==> src/rtl/ring_johnson_pkg.sv <==
// Shared types, sequence tables and decode helpers for the ring/Johnson monitor.
package ring_johnson_pkg;

    localparam int unsigned SEQ_W      = 4;
    localparam int unsigned RING_IDX_W = 2;
    localparam int unsigned JOHN_IDX_W = 3;

    typedef enum logic [1:0] {
        ST_IDLE    = 2'd0,
        ST_ACQUIRE = 2'd1,
        ST_LOCKED  = 2'd2,
        ST_FAULT   = 2'd3
    } state_e;

    localparam logic [1:0] ERR_NONE    = 2'b00;
    localparam logic [1:0] ERR_ILLEGAL = 2'b01;
    localparam logic [1:0] ERR_SKIP    = 2'b10;
    localparam logic [1:0] ERR_STALL   = 2'b11;

    // Left-shifting sequences, index 0 in the least significant nibble.
    localparam logic [15:0] RING_TBL = {4'b1000, 4'b0100, 4'b0010, 4'b0001};
    localparam logic [31:0] JOHN_TBL = {4'b1000, 4'b1100, 4'b1110, 4'b1111,
                                        4'b0111, 4'b0011, 4'b0001, 4'b0000};

    function automatic logic [SEQ_W-1:0] mirror4(input logic [SEQ_W-1:0] v);
        return {v[0], v[1], v[2], v[3]};
    endfunction

    function automatic int unsigned seq_len(input bit mode);
        return mode ? 32'd8 : 32'd4;
    endfunction

    function automatic logic [SEQ_W-1:0] seq_code(input bit mode, input bit shift_left,
                                                  input logic [2:0] idx);
        logic [SEQ_W-1:0] c;
        if (mode) c = JOHN_TBL[{idx, 2'b00} +: 4];
        else      c = RING_TBL[{idx[1:0], 2'b00} +: 4];
        return shift_left ? c : mirror4(c);
    endfunction

    function automatic logic seq_is_legal(input bit mode, input bit shift_left,
                                          input logic [SEQ_W-1:0] v);
        logic hit;
        hit = 1'b0;
        for (int unsigned i = 0; i < 8; i++) begin
            if (i < seq_len(mode) && seq_code(mode, shift_left, 3'(i)) == v) hit = 1'b1;
        end
        return hit;
    endfunction

    function automatic logic [2:0] seq_index(input bit mode, input bit shift_left,
                                             input logic [SEQ_W-1:0] v);
        logic [2:0] idx;
        idx = 3'd0;
        for (int unsigned i = 0; i < 8; i++) begin
            if (i < seq_len(mode) && seq_code(mode, shift_left, 3'(i)) == v) idx = 3'(i);
        end
        return idx;
    endfunction

    function automatic logic [2:0] seq_next(input bit mode, input logic [2:0] idx);
        return mode ? idx + 3'd1 : {1'b0, idx[1:0] + 2'd1};
    endfunction

endpackage

==> src/rtl/ring_johnson_monitor_seq_track.sv <==
// Single-channel sequence tracker: decodes, classifies each step against the
// previous sample and runs the IDLE/ACQUIRE/LOCKED/FAULT lock FSM.
module seq_track
    import ring_johnson_pkg::*;
#(
    parameter bit          MODE       = 1'b0,
    parameter int unsigned WIDTH      = 4,
    parameter int unsigned IDX_W      = 2,
    parameter int unsigned LOCK_CNT   = 4,
    parameter int unsigned WRAP_W     = 8,
    parameter int unsigned HOLD_MAX   = 0,
    parameter bit          SHIFT_LEFT = 1'b1
) (
    input  logic              clk,
    input  logic              rst_n,
    input  logic              en_i,
    input  logic [WIDTH-1:0]  q_i,
    input  logic              err_clr_i,
    output logic [IDX_W-1:0]  idx_o,
    output logic              locked_o,
    output logic              fault_o,
    output logic [1:0]        err_o,
    output logic [WRAP_W-1:0] wraps_o
);

    localparam int unsigned CNT_W    = 4;
    localparam int unsigned HOLD_W   = 8;
    localparam logic [2:0]  LAST_IDX = MODE ? 3'd7 : 3'd3;

    state_e              state_q, state_d;
    logic [SEQ_W-1:0]    prev_q, prev_d;
    logic [IDX_W-1:0]    idx_q, idx_d;
    logic [CNT_W-1:0]    adv_cnt_q, adv_cnt_d;
    logic [HOLD_W-1:0]   hold_cnt_q, hold_cnt_d;
    logic [1:0]          err_q, err_d;
    logic [WRAP_W-1:0]   wraps_q, wraps_d;
    logic                locked_q, locked_d;
    logic                fault_q, fault_d;

    logic [SEQ_W-1:0]    sample_c;
    logic                legal_c, cleared_c, prev_legal_c;
    logic                hold_c, adv_c, restart_c, wrap_c, count_wrap_c;
    logic [2:0]          cur_idx_c, prev_idx_c;
    logic [HOLD_W-1:0]   hold_inc_c;

    // Step classification of the live sample against the last enabled sample.
    assign sample_c     = SEQ_W'(q_i);
    assign legal_c      = seq_is_legal(MODE, SHIFT_LEFT, sample_c);
    assign cleared_c    = !MODE && (sample_c == '0);
    assign prev_legal_c = seq_is_legal(MODE, SHIFT_LEFT, prev_q);
    assign cur_idx_c    = seq_index(MODE, SHIFT_LEFT, sample_c);
    assign prev_idx_c   = seq_index(MODE, SHIFT_LEFT, prev_q);
    assign hold_c       = (sample_c == prev_q);
    assign adv_c        = !hold_c && prev_legal_c && (cur_idx_c == seq_next(MODE, prev_idx_c));
    assign restart_c    = !hold_c && !adv_c && (cur_idx_c == 3'd0);
    assign wrap_c       = adv_c && (prev_idx_c == LAST_IDX);
    assign hold_inc_c   = (&hold_cnt_q) ? hold_cnt_q : hold_cnt_q + HOLD_W'(1);

    always_comb begin
        state_d      = state_q;
        prev_d       = prev_q;
        idx_d        = idx_q;
        adv_cnt_d    = adv_cnt_q;
        hold_cnt_d   = hold_cnt_q;
        err_d        = err_q;
        wraps_d      = wraps_q;
        count_wrap_c = 1'b0;

        if (en_i) begin
            prev_d = sample_c;
            if (legal_c)        idx_d = IDX_W'(cur_idx_c);
            else if (cleared_c) idx_d = '0;

            if (err_clr_i && state_q == ST_FAULT) begin
                state_d    = ST_IDLE;
                err_d      = ERR_NONE;
                adv_cnt_d  = '0;
                hold_cnt_d = '0;
            end else if (state_q != ST_FAULT) begin
                if (cleared_c) begin
                    state_d    = ST_IDLE;
                    adv_cnt_d  = '0;
                    hold_cnt_d = '0;
                end else if (!legal_c) begin
                    state_d = ST_FAULT;
                    err_d   = ERR_ILLEGAL;
                end else begin
                    case (state_q)
                        ST_IDLE: begin
                            state_d    = ST_ACQUIRE;
                            adv_cnt_d  = '0;
                            hold_cnt_d = '0;
                        end
                        ST_ACQUIRE: begin
                            // The advance that completes the lock already counts as a revolution.
                            if (adv_c) begin
                                if (adv_cnt_q + CNT_W'(1) == CNT_W'(LOCK_CNT)) begin
                                    state_d      = ST_LOCKED;
                                    adv_cnt_d    = '0;
                                    hold_cnt_d   = '0;
                                    count_wrap_c = wrap_c;
                                end else begin
                                    adv_cnt_d = adv_cnt_q + CNT_W'(1);
                                end
                            end else if (!hold_c) begin
                                adv_cnt_d = '0;
                            end
                        end
                        ST_LOCKED: begin
                            if (hold_c) begin
                                hold_cnt_d = hold_inc_c;
                                if (HOLD_MAX != 0 && hold_inc_c >= HOLD_W'(HOLD_MAX)) begin
                                    state_d = ST_FAULT;
                                    err_d   = ERR_STALL;
                                end
                            end else begin
                                hold_cnt_d = '0;
                                if (adv_c) begin
                                    count_wrap_c = wrap_c;
                                end else if (restart_c) begin
                                    state_d   = ST_ACQUIRE;
                                    adv_cnt_d = '0;
                                end else begin
                                    state_d = ST_FAULT;
                                    err_d   = ERR_SKIP;
                                end
                            end
                        end
                        default: ;
                    endcase
                end
            end

            if (count_wrap_c && !(&wraps_q)) wraps_d = wraps_q + WRAP_W'(1);
        end

        locked_d = (state_d == ST_LOCKED);
        fault_d  = (state_d == ST_FAULT);
    end

    always_ff @(posedge clk or negedge rst_n) begin
        if (!rst_n) begin
            state_q    <= ST_IDLE;
            prev_q     <= '0;
            idx_q      <= '0;
            adv_cnt_q  <= '0;
            hold_cnt_q <= '0;
            err_q      <= ERR_NONE;
            wraps_q    <= '0;
            locked_q   <= 1'b0;
            fault_q    <= 1'b0;
        end else begin
            state_q    <= state_d;
            prev_q     <= prev_d;
            idx_q      <= idx_d;
            adv_cnt_q  <= adv_cnt_d;
            hold_cnt_q <= hold_cnt_d;
            err_q      <= err_d;
            wraps_q    <= wraps_d;
            locked_q   <= locked_d;
            fault_q    <= fault_d;
        end
    end

    assign idx_o    = idx_q;
    assign locked_o = locked_q;
    assign fault_o  = fault_q;
    assign err_o    = err_q;
    assign wraps_o  = wraps_q;

endmodule

==> src/rtl/ring_johnson_monitor.sv <==
// Hardware observer for the 4-bit ring/Johnson counter pair: one tracker per channel.
module ring_johnson_monitor
    import ring_johnson_pkg::*;
#(
    parameter int unsigned LOCK_CNT   = 4,
    parameter int unsigned WRAP_W     = 8,
    parameter int unsigned HOLD_MAX   = 0,
    parameter bit          SHIFT_LEFT = 1'b1
) (
    input  logic                  clk,
    input  logic                  clr_n,
    input  logic                  en,
    input  logic [SEQ_W-1:0]      qr,
    input  logic [SEQ_W-1:0]      qtr,
    input  logic                  err_clr,
    output logic [RING_IDX_W-1:0] ring_idx,
    output logic [JOHN_IDX_W-1:0] john_idx,
    output logic                  ring_locked,
    output logic                  john_locked,
    output logic                  ring_fault,
    output logic                  john_fault,
    output logic [1:0]            ring_err,
    output logic [1:0]            john_err,
    output logic [WRAP_W-1:0]     ring_wraps,
    output logic [WRAP_W-1:0]     john_wraps
);

    seq_track #(
        .MODE       (1'b0),
        .WIDTH      (SEQ_W),
        .IDX_W      (RING_IDX_W),
        .LOCK_CNT   (LOCK_CNT),
        .WRAP_W     (WRAP_W),
        .HOLD_MAX   (HOLD_MAX),
        .SHIFT_LEFT (SHIFT_LEFT)
    ) u_ring (
        .clk       (clk),
        .rst_n     (clr_n),
        .en_i      (en),
        .q_i       (qr),
        .err_clr_i (err_clr),
        .idx_o     (ring_idx),
        .locked_o  (ring_locked),
        .fault_o   (ring_fault),
        .err_o     (ring_err),
        .wraps_o   (ring_wraps)
    );

    seq_track #(
        .MODE       (1'b1),
        .WIDTH      (SEQ_W),
        .IDX_W      (JOHN_IDX_W),
        .LOCK_CNT   (LOCK_CNT),
        .WRAP_W     (WRAP_W),
        .HOLD_MAX   (HOLD_MAX),
        .SHIFT_LEFT (SHIFT_LEFT)
    ) u_john (
        .clk       (clk),
        .rst_n     (clr_n),
        .en_i      (en),
        .q_i       (qtr),
        .err_clr_i (err_clr),
        .idx_o     (john_idx),
        .locked_o  (john_locked),
        .fault_o   (john_fault),
        .err_o     (john_err),
        .wraps_o   (john_wraps)
    );

endmodule

==> config.mk <==
export PLATFORM = sky130hd
export DESIGN_NAME = ring_johnson_monitor
export DESIGN_NICKNAME = d
export VERILOG_FILES = /design/src/rtl/ring_johnson_pkg.sv /design/src/rtl/ring_johnson_monitor_seq_track.sv /design/src/rtl/ring_johnson_monitor.sv
export SDC_FILE = /design/constraint.sdc
export NUM_CORES = 1
export LEC_CHECK = 0
export ABC_AREA = 1
export CAP_MARGIN = 20
export CORE_MARGIN = 1.5
export CORE_UTILIZATION = 45
export CTS_BUF_LIST = sky130_fd_sc_hd__clkbuf_8
export CTS_CLUSTER_SIZE = 25
export DETAILED_ROUTE_END_ITERATION = 8
export PLACE_DENSITY = 0.66
export SLEW_MARGIN = 20
export SYNTH_ARGS = -nofsm -noshare
export SYNTH_HDL_FRONTEND = slang
export SYNTH_SLANG_ARGS = --single-unit
==> constraint.sdc <==
create_clock -name clk -period 2.22 [get_ports clk]
set_clock_uncertainty 0.05 [all_clocks]
set_input_delay 0.666 -clock clk [delete_from_list [all_inputs] [get_ports clk]]
set_output_delay 0.666 -clock clk [all_outputs]
set_load 0.02 [all_outputs]
After elaboration in Yosys (flattened, before gate mapping)
Cells that the tools add are included.

cells by class
  $add $sub $neg = 6
  equal/unequal tests = 59
  multiplexer cells = 122
  reductions and logical operators = 44

operators with widths
  operator               number
  $mux W2                38
  $mux W4                19
  $mux W1                45
  $mux W3                14
  $eq A4 B4 Y1 const A   10
  $reduce_and A8 Y1      4
  $ne A3 B3 Y1 const B   10
  $pmux W4 S3            2
  $add A8 B1 Y8 const B  2
  $eq A1 B4 Y1 const A   4
  $eq A2 B2 Y1 const B   8
  $eq A2 B4 Y1 const A   4
  $eq A3 B4 Y1 const A   4
  $logic_and A1 B1 Y1    14
  $logic_not A4 Y1       3
  $pmux W2 S3            2
  $add A4 B1 Y4 const B  2
  $eq A4 B3 Y1 const B   2
  $eq A4 B4 Y1           2
  $ne A4 B3 Y1 const B   2
  $reduce_and A2 Y1      4
  $reduce_bool A2 Y1     4
  $reduce_and A7 Y1      1
  $logic_not A1 Y1       6
  19 further kinds       25

word-level totals
  register bits after elaboration = 49
  output and inout bits = 29
  word-level logic and storage cells = 247

Longest topological paths before layout
Gate-level depths: netlist of the first run.

  word-level depth = 23
  depth in mapped cells = 19
  depth with buffers taken out = 19

By module
Synthesis of the first run repeated with hierarchy kept, for this count alone.

unflattened totals
  cells, all modules = 477
  area, all modules = 3443.3 um2

modules (own cells, without submodules)
  module               times used  cells each  area an instance (um2)
  seq_track at u_john  1           245         1762.9
  seq_track at u_ring  1           232         1680.4

Worst setup path before layout of the first run
Ideal clock, no wire load.

  path type = register to register
  from = reg u_john.prev_q[3]
  to = reg u_john.wraps_q[7] (netlist: u_john.wraps_o[7])
  arrival = 2160 ps
  required time = 2053 ps
  slack = -108 ps
  stages on the path, launching flop included = 19
  clock period less this slack = 2328 ps
  path through = dfrtp_1 > inv_2 > nor2_2 > nor2_2 > nor2_4 > ha_1 > ha_1 > xor2_1 > nand2_1 > nor2_4 > nand2_4 > nor2_4 > nand2_2 > nand2_4 > nand2_4 > nor2_8 > nand2_1 > nand2_1 > nand2_1

on the way
  longest elaborated chain between the ends = 21
  elaborated cells between the ends (all ways) = 42
  those cells by class = add/sub (1); eq/ne (10); mux (24); reduce/logical (7)

RTL lines
  what                                                 RTL line                                                                     text
  start: declaration                                   ring_johnson_monitor_seq_track.sv:31                                         logic [SEQ_W-1:0] prev_q, prev_d;
  start signal: assignment                             ring_johnson_monitor_seq_track.sv:154                                        prev_q <= prev_d;
  $eq A1 B4 Y1 or $logic_not A4 Y1 (tied branches)     ring_johnson_pkg.sv:46, ring_johnson_pkg.sv:56
  $mux W1 (on tied branches)                           ring_johnson_pkg.sv:56, ring_johnson_pkg.sv:46
  $mux W3 or $mux W1 (tied branches) (6 in a row)      ring_johnson_pkg.sv:56, ring_johnson_pkg.sv:46
  $add A3 B1 Y3 or $mux W1 (tied branches)             ring_johnson_pkg.sv:62, ring_johnson_pkg.sv:46
  $eq A3 B3 Y1 or $logic_and A1 B1 Y1 (tied branches)  ring_johnson_monitor_seq_track.sv:54                                         assign adv_c = !hold_c && prev_legal_c && (cur_idx_c == seq_next(MODE, prev_idx_c));
  $logic_and A1 B1 Y1                                  ring_johnson_monitor_seq_track.sv:54
  $logic_and A1 B1 Y1                                  ring_johnson_monitor_seq_track.sv:56                                         assign wrap_c = adv_c && (prev_idx_c == LAST_IDX);
  $mux W1 (on tied branches)                           ring_johnson_monitor_seq_track.sv:118, ring_johnson_monitor_seq_track.sv:97
  $mux W1 (on tied branches)                           ring_johnson_monitor_seq_track.sv:110, ring_johnson_monitor_seq_track.sv:96
  $pmux W1 S2 *                                        ring_johnson_monitor_seq_track.sv:88                                         case (state_q)
  $mux W1 *                                            ring_johnson_monitor_seq_track.sv:84                                         end else if (!legal_c) begin
  $mux W1 *                                            ring_johnson_monitor_seq_track.sv:79                                         end else if (state_q != ST_FAULT) begin
  $mux W1 *                                            ring_johnson_monitor_seq_track.sv:74                                         if (err_clr_i && state_q == ST_FAULT) begin
  $mux W1 *                                            ring_johnson_monitor_seq_track.sv:69                                         if (en_i) begin
  $logic_and A1 B1 Y1 *                                ring_johnson_monitor_seq_track.sv:134                                        if (count_wrap_c && !(&wraps_q)) wraps_d = wraps_q + WRAP_W'(1);
  $reduce_and A2 Y1 (no line) *                        n/a
  end signal: assignment                               ring_johnson_monitor_seq_track.sv:159                                        wraps_q <= wraps_d;
  end: declaration                                     ring_johnson_monitor_seq_track.sv:36                                         logic [WRAP_W-1:0] wraps_q, wraps_d;

Mark *: on every way between the ends. The rest lies on a longest branch, timed or not. The select of a mux whose other input is x is not followed.
A chain may end at the register's enable or synchronous reset.

Worst setup path after layout of the first run
  from = reg u_john.prev_q[3]
  to = reg u_john.wraps_q[5] (netlist: u_john.wraps_o[5])

The elaborated chain is that of the path after synthesis.

==> flow_summary.ini, run 1 <==
[placed_design]
dp_hpwl_um = 6060
place.gp.congestion = 0.895
placed_cell_area_sq_um = 4360
io_buffer_count = 40

[setup_path]
end_kind = flop
critPathBufInv = 3
cpMostUsedCell = nand2_1
critical_path_arrival_ps = 2600
crit_chain = inv_2 > buf_4 > o31ai_2 > buf_4 > ha_4 > xor2_1 > nand2_1 > nor2_4 > nand2_4 > nor2_4 > nand2_2 > nand2_4 > nand2_4 > nor2_8 > nand2_1 > nand2_1 > nand2_1
crit_required_ps = 2390
cp_max_fo = 7
critPathSlowestCell = dfrtp_1
cpLargestDelayFamily = simple AND/OR/NAND/NOR gates
crit_path_start_kind = flop
slowest_delay_ps = 400
crit_type = reg -> reg

[synthesis]
synth_top_family_by_area = simple AND/OR/NAND/NOR gates
synth_seq_area_share_pct = 36.2
synth_flop_cell = dfrtp_1
synth_xor_area_share_pct = 5.69
syn_inst = 449
ys_ff_latch = 49
yosys-top-cells-area = dfrtp_1 36%, nand2_1 13%, ha_1 7.0%, inv_1 5.6%, nand3_1 5.5%
syn_nets = 480
avgSynthCellArea_sq_um = 7.55
async_flop_share_pct = 100
synth.cell_area_sq_um = 3390
synth_edf_count = 0
synth_cell_types = 36
synth_top_area_share_pct = 36.2
yosysTopAreaCell = dfrtp_1
synthMuxAreaShare_pct = 0.332
synthSimpleGateAreaFrac_pct = 35.0
synth_compound_area_share_pct = 7.53
yosysWarnings = 0
synth_fa_ha_area_share_pct = 7.02

[finish]
layout_common_cells = 105 x nand2_1, 65 x buf_4, 47 x inv_1
fin_area_sq_um = 4730
final_common_cell = nand2_1
fin_nets = 593
utilization_pct = 65.2
syn_to_final_growth_pct = 39.7
drive_gt1_share_pct = 29.5
antennaDiodeCount = 0

[clock_network]
clkTransAtPathRegs_ps = 100
cts_tree = built
ctsRootBufferMaster = clkbuf_8
clk_path_buf_depth = 2
cts.sinks = 49
htree_levels = 2
clkLatencyLatePin_ps = 320
cts_buffers = 5
cts_hold_buf = 0

[route]
vias = 3283
drt-vias-per-instance = 4.96
wl_per_cell_um = 12.5
drt_iter0_drc = 111
routed_wl_um = 8300
drc = 0
ant_nets = 0
dr.pass1.iters = 4

[global_routing]
top_usage_layer = met2
use_met1_pct = 28.1
use_met2_pct = 34.2
grt_pass1_wl_um = 13800
grt_overflow_total = 0
antenna_found_initial = 0
grt_usage_pct = 20.5
use_met3_pct = 3.13
grt_max_degree = 31
grt_pass1_vias = 3089

[timing]
worstMarginPinSlew_ps = 518
post-route-worst-setup-slack_ps = -212
rsz0062_at_grt = true
finalSetupViolCount = 21
slew-limit-headroom_pct = 65.1
clock.fmax_ghz = 0.411
fin_crit_sh_pct = 110
fin_crit_ps = 2430
slew_viol_final = 0
timing_hold_violations_final = 0

[run_status]
violations = setup timing
status = finished, violations left

[pwr]
p_per_area_nw_per_um2 = 677
vdd_drop_max_uv = 377
finalPower_w = 0.00320
power_leakage_nw = 2.43

[die]
core-area_sq_um = 7250
rows = 31
fp.dieH_um = 89.8
fp.dieW_um = 89.8
io_pins = 41
die-area_sq_um = 8060
initial_core_util_pct = 46.7

[flow_run]
maxCapViolCount = 0

[worst_hold_path]
hold_path_class = in -> async
==> power by group <==
part | internal (W) | switching [W]
clock network | 0.000229 | 0.000328
registers | 0.00101 | 0.000116
logic | 0.000658 | 0.000857
==> repair_timing <==
item / CTS / global route
gates resized for setup: 34 / 41
endpoints found under the setup margin: 35 / 36
pin swaps: 11 / 17
endpoints found under the hold margin: 0 / 0
buffers inserted: 7 / 3
==> path summary, 6_finish.rpt <==
path / start / to / slack, ps / cells past startpoint
worst min register to register: u_john.idx_o[2] / u_john.idx_o[2] / 440 / 2
max in group asynchronous: clr_n / u_ring.locked_o / 1340 / 2
min in group clk: u_john.idx_o[2] / u_john.idx_o[2] / 440 / 2
worst min-delay path: clr_n / u_john.adv_cnt_q[1] / 260 / 1
worst max-delay path: u_john.prev_q[3] / u_john.wraps_o[5] / -210 / 17
worst max register to register: u_john.prev_q[3] / u_john.wraps_o[5] / -210 / 17
==> registers in the layout, indices dropped and copies added, names as in the netlist, 2 cells and up, named ones only <==
| register | flops |
|---|---|
| u_ring.adv_cnt_q | 4 |
| u_ring.idx_o | 2 |
| u_john.wraps_o | 8 |
| u_ring.state_q | 2 |
| u_ring.prev_q | 4 |
| u_ring.err_o | 2 |
| u_john.prev_q | 4 |
| u_ring.wraps_o | 8 |
| u_john.err_o | 2 |
| u_john.idx_o | 3 |
| u_john.adv_cnt_q | 4 |
==> cell usage after synthesis, types with 2 or more instances <==
library cell	count
a21oi_1	13
buf_4	2
buf_6	2
clkbuf_1	2
dfrtp_1	49
ha_1	19
inv_1	51
inv_2	9
nand2_1	118
nand2_2	6
nand2_4	4
nand3_1	37
nand3_2	4
nand4_1	14
nor2_1	37
nor2_2	5
nor2_4	4
nor3_1	5
nor4_1	2
o21ai_0	21
o21ai_1	6
o21ai_2	2
o21bai_1	3
o31ai_1	2
xnor2_1	11
xor2_1	11
==> cells by family (layout without fill, tap and decap cells) <==
logic type	after synthesis	after routing
adders and majority gates	19	19
AOI/OAI and AO/OA	47	47
xor gates and xnor gates	22	22
and+or+nand+nor	243	243
muxes	1	1
DFF	49	49
buffers and inverters	68	182
==> metal layers <==
metal | part of all wire, % | wire (um)
met1 | 46 | 3860
met5 | 0 | 0
met4 | 2.1 | 172
met3 | 2.9 | 237
met2 | 49 | 4030
==> cell type report <==
type / count / area, sq um
tap: 99 / 124
inverter: 62 / 238
clock inverter: 3 / 26.3
multi-input combinational: 332 / 2080
timing repair buffer: 112 / 962
fill: 630 / 2520
sequential: 49 / 1230
clock buffer: 5 / 68.8
==> per-stage QoR <==
step / hold WS, ps / setup slack, ps / instances / TNS, ps
final: 256 / -212 / 662 / -2240
after global routing: 290 / -392 / 662 / -6980
after CTS: 272 / -195 / 659 / -2060
after detailed placement: 423 / -586 / 644 / -17250
after global placement: 418 / -503 / 644 / -16000
after floorplan: 320 / -66.0 / 449 / -170
Note: power is estimated with default switching activity, not from simulation.
==> run 2, diff against run 1 <==
--- a/config.mk
+++ b/config.mk
@@ -12,7 +12,7 @@
 export CTS_BUF_LIST = sky130_fd_sc_hd__clkbuf_8
 export CTS_CLUSTER_SIZE = 25
 export DETAILED_ROUTE_END_ITERATION = 8
-export PLACE_DENSITY = 0.66
+export PLACE_DENSITY = 0.67
 export SLEW_MARGIN = 20
 export SYNTH_ARGS = -nofsm -noshare
 export SYNTH_HDL_FRONTEND = slang
==> run 2 against run 1 <==
Compared with the run above: the run still ends with setup timing left; register-to-register slack hardly changed; die area stayed put; worst hold slack better by 19 ps; utilization is 1.2 points higher; combinational power hardly changed; clock power is 3% higher; first-iteration DRC count is 13% higher; cell count is 0.76% higher; critical path type unchanged; largest cell class unchanged; largest power group unchanged.
==> flow_summary.ini, run 2 (synthesized netlist as in run 1, its figures left out) <==
[clock_network]
cts_tree = built
ctsRootBufferMaster = clkbuf_8
clk_path_buf_depth = 2
cts_buffers = 5
clkTransAtPathRegs_ps = 100
htree_levels = 2
cts.sinks = 49
clkLatencyLatePin_ps = 300

[flow_run]
maxCapViolCount = 0

[timing]
rsz0062_at_grt = true
fin_crit_ps = 2430
slew_viol_final = 0
fin_crit_sh_pct = 109
worstMarginPinSlew_ps = 533
timing_hold_violations_final = 0
clock.fmax_ghz = 0.412
finalSetupViolCount = 31
post-route-worst-setup-slack_ps = -209
slew-limit-headroom_pct = 64.5
fin_tns_setup_ps = -2580

[route]
drt-vias-per-instance = 4.92
ant_nets = 0
routed_wl_um = 8280
vias = 3284
drt_iter0_drc = 125
drc = 0
wl_per_cell_um = 12.4
dr.pass1.iters = 4

[setup_path]
r2r-start = u_john.prev_q[0]
critical_path_arrival_ps = 2580
r2r_slack_ps = -210
crit_path_start_kind = flop
crit_chain = inv_2 > nor2_2 > nor2_1 > nor2_1 > ha_2 > ha_4 > xor2_1 > nand2_1 > nor2_4 > nand2_4 > nor2_4 > nand2_2 > nand2_4 > nand2_4 > nor2_8 > nand2_1 > nand2_1 > nand2_1
r2r.worst_path.cells = 18
cpMostUsedCell = nand2_1
cp_max_fo = 7
crit_required_ps = 2370
crit_type = reg -> reg
slowest_delay_ps = 430
r2r_end = u_john.wraps_o[5]
critPathSlowestCell = dfrtp_1
end_kind = flop

[die]
die-area_sq_um = 8060
fp.dieW_um = 89.8
fp.dieH_um = 89.8
rows = 31
io_pins = 41
initial_core_util_pct = 46.7
core-area_sq_um = 7250

[global_routing]
grt_max_degree = 31
grt_pass1_vias = 3188
grt_overflow_total = 0
grt_usage_pct = 20.4
grt_pass1_wl_um = 13900
antenna_found_initial = 0

[placed_design]
place.gp.congestion = 0.881
io_buffer_count = 40
dp_hpwl_um = 5970

[pwr]
p_per_area_nw_per_um2 = 673
vdd_drop_max_uv = 396
switching_share_pct = 40.8
p_comb_share_pct = 47.5
finalPower_w = 0.00324
intPower_w = 0.00192
p_seq_share_pct = 34.9
netSwitchingPower_w = 0.00132
power_frac_clock_pct = 17.6
power_leakage_nw = 2.48

[run_status]
status = finished, violations left
violations = setup timing

[finish]
syn_to_final_growth_pct = 42.2
antennaDiodeCount = 0
fin_nets = 598
final_common_cell = nand2_1
layout_common_cells = 102 x nand2_1, 70 x buf_4, 46 x inv_1, 46 x dfrtp_1
drive_gt1_share_pct = 30.6

[worst_hold_path]
hold_path_class = in -> async
[run 2: power groups by stage]
stage	Sequential [W]	Clock, W	Combinational [W]
after floorplan	0.00121	0	0.000727
after global placement	0.00113	0	0.00132
after detailed placement	0.00114	0	0.00135
after CTS	0.00112	0.000586	0.00143
after global routing	0.00115	0.000623	0.00169
final	0.00113	0.000571	0.00154
[run 2: worst max-delay path by stage]
stage,from,to,slack (ps),depth (start not counted)
2_1_floorplan,u_john.prev_q[3],u_john.wraps_o[7],-70,18
3_5_place_dp,qtr[1],u_john.wraps_o[7],-580,16
6_report,u_john.prev_q[0],u_john.wraps_o[5],-210,18
5_1_grt,u_john.prev_q[0],u_john.wraps_o[5],-400,18
4_1_cts,u_john.prev_q[3],u_john.wraps_o[7],-210,18
3_3_place_gp,qtr[1],u_john.wraps_o[7],-500,16
[run 2: critical path: cells and delay by family, from the launching register on]
kind / cells / cell delay, ps
simple gates: 14 / 1270
flops: 1 / 430
fa+ha+maj: 2 / 390
xor+xnor: 1 / 140
buf+inv: 1 / 60
[run 2: area by class of cell]
type | instances | area, sq um
Clock buffer | 5 | 68.8
Clock inverter | 3 | 26.3
Fill cell | 608 | 2440
Inverter | 62 | 238
Multi-Input combinational cell | 332 | 2120
Sequential cell | 49 | 1230
Tap cell | 99 | 124
Timing Repair Buffer | 117 | 1010
[run 2: routing by layer]
metal  up-vias  track usage [%]  routed length (um)
met5         -                0                   0
met1      1545             27.1                3830
li1       1682                -                   -
met4         0             5.69                  56
met2        51             34.3                4140
met3         6             3.64                 259
[run 2: metrics by stage]
step | hold slack [ps] | setup slack [ps] | instance area [sq um] | instances | util [%]
floorplan | 320 | -66.0 | 3400 | 449 | -
global placement | 421 | -497 | 4360 | 644 | 60.0
detailed placement | 427 | -583 | 4360 | 644 | 60.0
CTS | 290 | -210 | 4610 | 661 | 63.6
global route | 301 | -401 | 4820 | 667 | 66.4
finish | 275 | -209 | 4820 | 667 | 66.4
[run 2: repair_timing]
| item | in CTS | in global routing |
|---|---|---|
| gates cloned | 0 | 0 |
| setup endpoints to repair | 35 | 36 |
| buffers inserted | 9 | 6 |
| hold buffers | 0 | 0 |
| gates resized for setup | 40 | 41 |
| pin swaps | 24 | 21 |
==> run 3, diff against run 2 <==
--- a/config.mk
+++ b/config.mk
@@ -8,11 +8,11 @@
 export ABC_AREA = 1
 export CAP_MARGIN = 20
 export CORE_MARGIN = 1.5
-export CORE_UTILIZATION = 45
+export CORE_UTILIZATION = 53
 export CTS_BUF_LIST = sky130_fd_sc_hd__clkbuf_8
 export CTS_CLUSTER_SIZE = 25
 export DETAILED_ROUTE_END_ITERATION = 8
-export PLACE_DENSITY = 0.67
+export PLACE_DENSITY = 0.77
 export SLEW_MARGIN = 20
 export SYNTH_ARGS = -nofsm -noshare
 export SYNTH_HDL_FRONTEND = slang
==> run 3 against run 2 <==
Compared with the run above: the flow still finishes with violations (setup timing); sequential power barely moved; via count rose by 3.6%; final area down 1.2%; combinational power about the same; sequential share of layout area up 0.32 points; worst setup slack worse by 92 ps; largest cell class unchanged; maximum frequency fell by 3.7%; critical path type unchanged.
==> flow_summary.ini, run 3 (synthesized netlist as in run 1, its figures left out) <==
[run_status]
status = finished, violations left
violations = setup timing

[die]
io_pins = 41
rows = 28
initial_core_util_pct = 55.9
die-area_sq_um = 6880
fp.dieH_um = 83.0
fp.dieW_um = 83.0
core-area_sq_um = 6060

[setup_path]
crit_path_start_kind = flop
r2r_slack_ps = -300
cpLargestDelayFamily = simple AND/OR/NAND/NOR gates
r2r.worst_path.cells = 18
slowest_delay_ps = 450
r2r-start = u_john.prev_q[0]
critical_path_arrival_ps = 2690
end_kind = flop
cp_max_fo = 7
r2r_end = u_john.wraps_o[7]
cpMostUsedCell = nand2_1
crit_type = reg -> reg
critPathBufInv = 1
crit_required_ps = 2380
crit_chain = inv_2 > nor2_2 > nor2_2 > nor2_4 > ha_2 > ha_4 > xor2_1 > nand2_1 > nor2_4 > nand2_4 > nor2_4 > nand2_2 > nand2_4 > nand2_4 > nor2_8 > nand2_1 > nand2_1 > nand2_1
critPathSlowestCell = dfrtp_1

[timing]
rsz0062_at_grt = true
holdWs_ps = 229
fin_tns_setup_ps = -4150
slew-limit-headroom_pct = 62.5
slew_viol_final = 0
fin_crit_sh_pct = 114
worstMarginPinSlew_ps = 558
post-route-worst-setup-slack_ps = -301
fin_crit_ps = 2520
clock.fmax_ghz = 0.397
finalSetupViolCount = 29
timing_hold_violations_final = 0

[pwr]
power_leakage_nw = 2.48
p_per_area_nw_per_um2 = 722
vdd_drop_max_uv = 570

[route]
drt-vias-per-instance = 5.33
drc = 0
dr.pass1.iters = 5
ant_nets = 0
drt_iter0_drc = 154
wl_per_cell_um = 14.1
vias = 3403
routed_wl_um = 8990

[finish]
final_common_cell = nand2_1
antennaDiodeCount = 0
fin_nets = 594
syn_to_final_growth_pct = 40.4
drive_gt1_share_pct = 30.3
fin_area_sq_um = 4760
num-fill-cells = 396
layout_common_cells = 106 x nand2_1, 67 x buf_4, 46 x inv_1, 46 x dfrtp_1, 31 x clkdlybuf4s50_1

[clock_network]
clk_path_buf_depth = 2
clkLatencyLatePin_ps = 320
cts_hold_buf = 0
clkTransAtPathRegs_ps = 100
ctsRootBufferMaster = clkbuf_8
htree_levels = 2
cts_buffers = 5
cts.sinks = 49
cts_tree = built

[placed_design]
placed_cell_area_sq_um = 4310
io_buffer_count = 40
place.gp.congestion = 0.921
dp_hpwl_um = 5900

[worst_hold_path]
hold_path_class = in -> async

[global_routing]
grt_usage_pct = 25.3
grt_pass1_vias = 3328
grt_max_degree = 23
antenna_found_initial = 0
grt_pass1_wl_um = 14500
grt_overflow_total = 0

[flow_run]
maxCapViolCount = 0
==> run 3: cell types whose count changed in the layout (fill, tap and decap cells not counted), sizes merged <==
cell,previous run,this run
clkinvlp,2,0
clkinv,0,1
bufinv,0,2
dlygate4sd2,7,5
buf,78,74
clkbuf,5,7
inv,63,62
==> run 3: how the worst max path moves through the flow <==
stage                                 from                 to  depth (start not counted)
after floorplan           u_john.prev_q[3]  u_john.wraps_o[7]                         18
after global placement              qtr[1]  u_john.wraps_o[7]                         16
after detailed placement            qtr[1]  u_john.wraps_o[5]                         15
after CTS                 u_john.prev_q[3]  u_john.wraps_o[5]                         18
after global routing      u_john.prev_q[3]  u_john.wraps_o[5]                         18
final                     u_john.prev_q[0]  u_john.wraps_o[7]                         18
==> run 3: cell type report <==
class                   instances  area [sq um]  area share (%)
repair buffers                113           950            20.0
clock buffers                   5          68.8            1.45
flip-flops and latches         49          1230            25.8
inverters                      62           238            5.00
multi-input cells             332          2110            44.3
clock inverters                 3          68.8            1.45
well taps                      75          93.8            1.97
==> run 3: power breakdown <==
part / switching (W) / leakage (nW) / internal, W
Combinational: 0.000873 / 1.79 / 0.000634
Clock: 0.000341 / 0.0687 / 0.000454
Sequential: 0.000123 / 0.625 / 0.00101
Total: 0.00134 / 2.48 / 0.00210
==> run 3: worst reg2reg max path, delay by kind of cell, from the launching register on <==
kind                     cells  cell delay (ps)
adder cells (fa/ha/maj)      2              450
flip-flops                   1              450
XOR/XNOR                     1              140
buffers and inverters        1               80
AND/OR/NAND/NOR             14             1260
==> run 3: per-layer routing <==
layer	global-route usage (%)	part of all wire, %	up-vias
met4	10.5	2.8	0
met5	0	0	-
met2	43.7	49	125
met3	3.48	4.8	26
met1	31.7	43	1575
li1	-	-	1677
==> run 3: metrics by stage <==
| step | util (%) | power, W | setup WS, ps | cells |
|---|---|---|---|---|
| floorplan | - | 0.00194 | -66.0 | 449 |
| global placement | 71.0 | 0.00245 | -504 | 619 |
| detailed placement | 71.0 | 0.00248 | -612 | 619 |
| CTS | 75.9 | 0.00334 | -238 | 636 |
| global route | 78.5 | 0.00362 | -472 | 639 |
| finish | 78.5 | 0.00344 | -301 | 639 |
==> run 3: timing repair <==
item | in CTS | in global routing
pin swaps | 14 | 24
resized for setup | 38 | 43
setup endpoints to repair | 37 | 37
buffers inserted | 9 | 4
gates cloned | 0 | 0
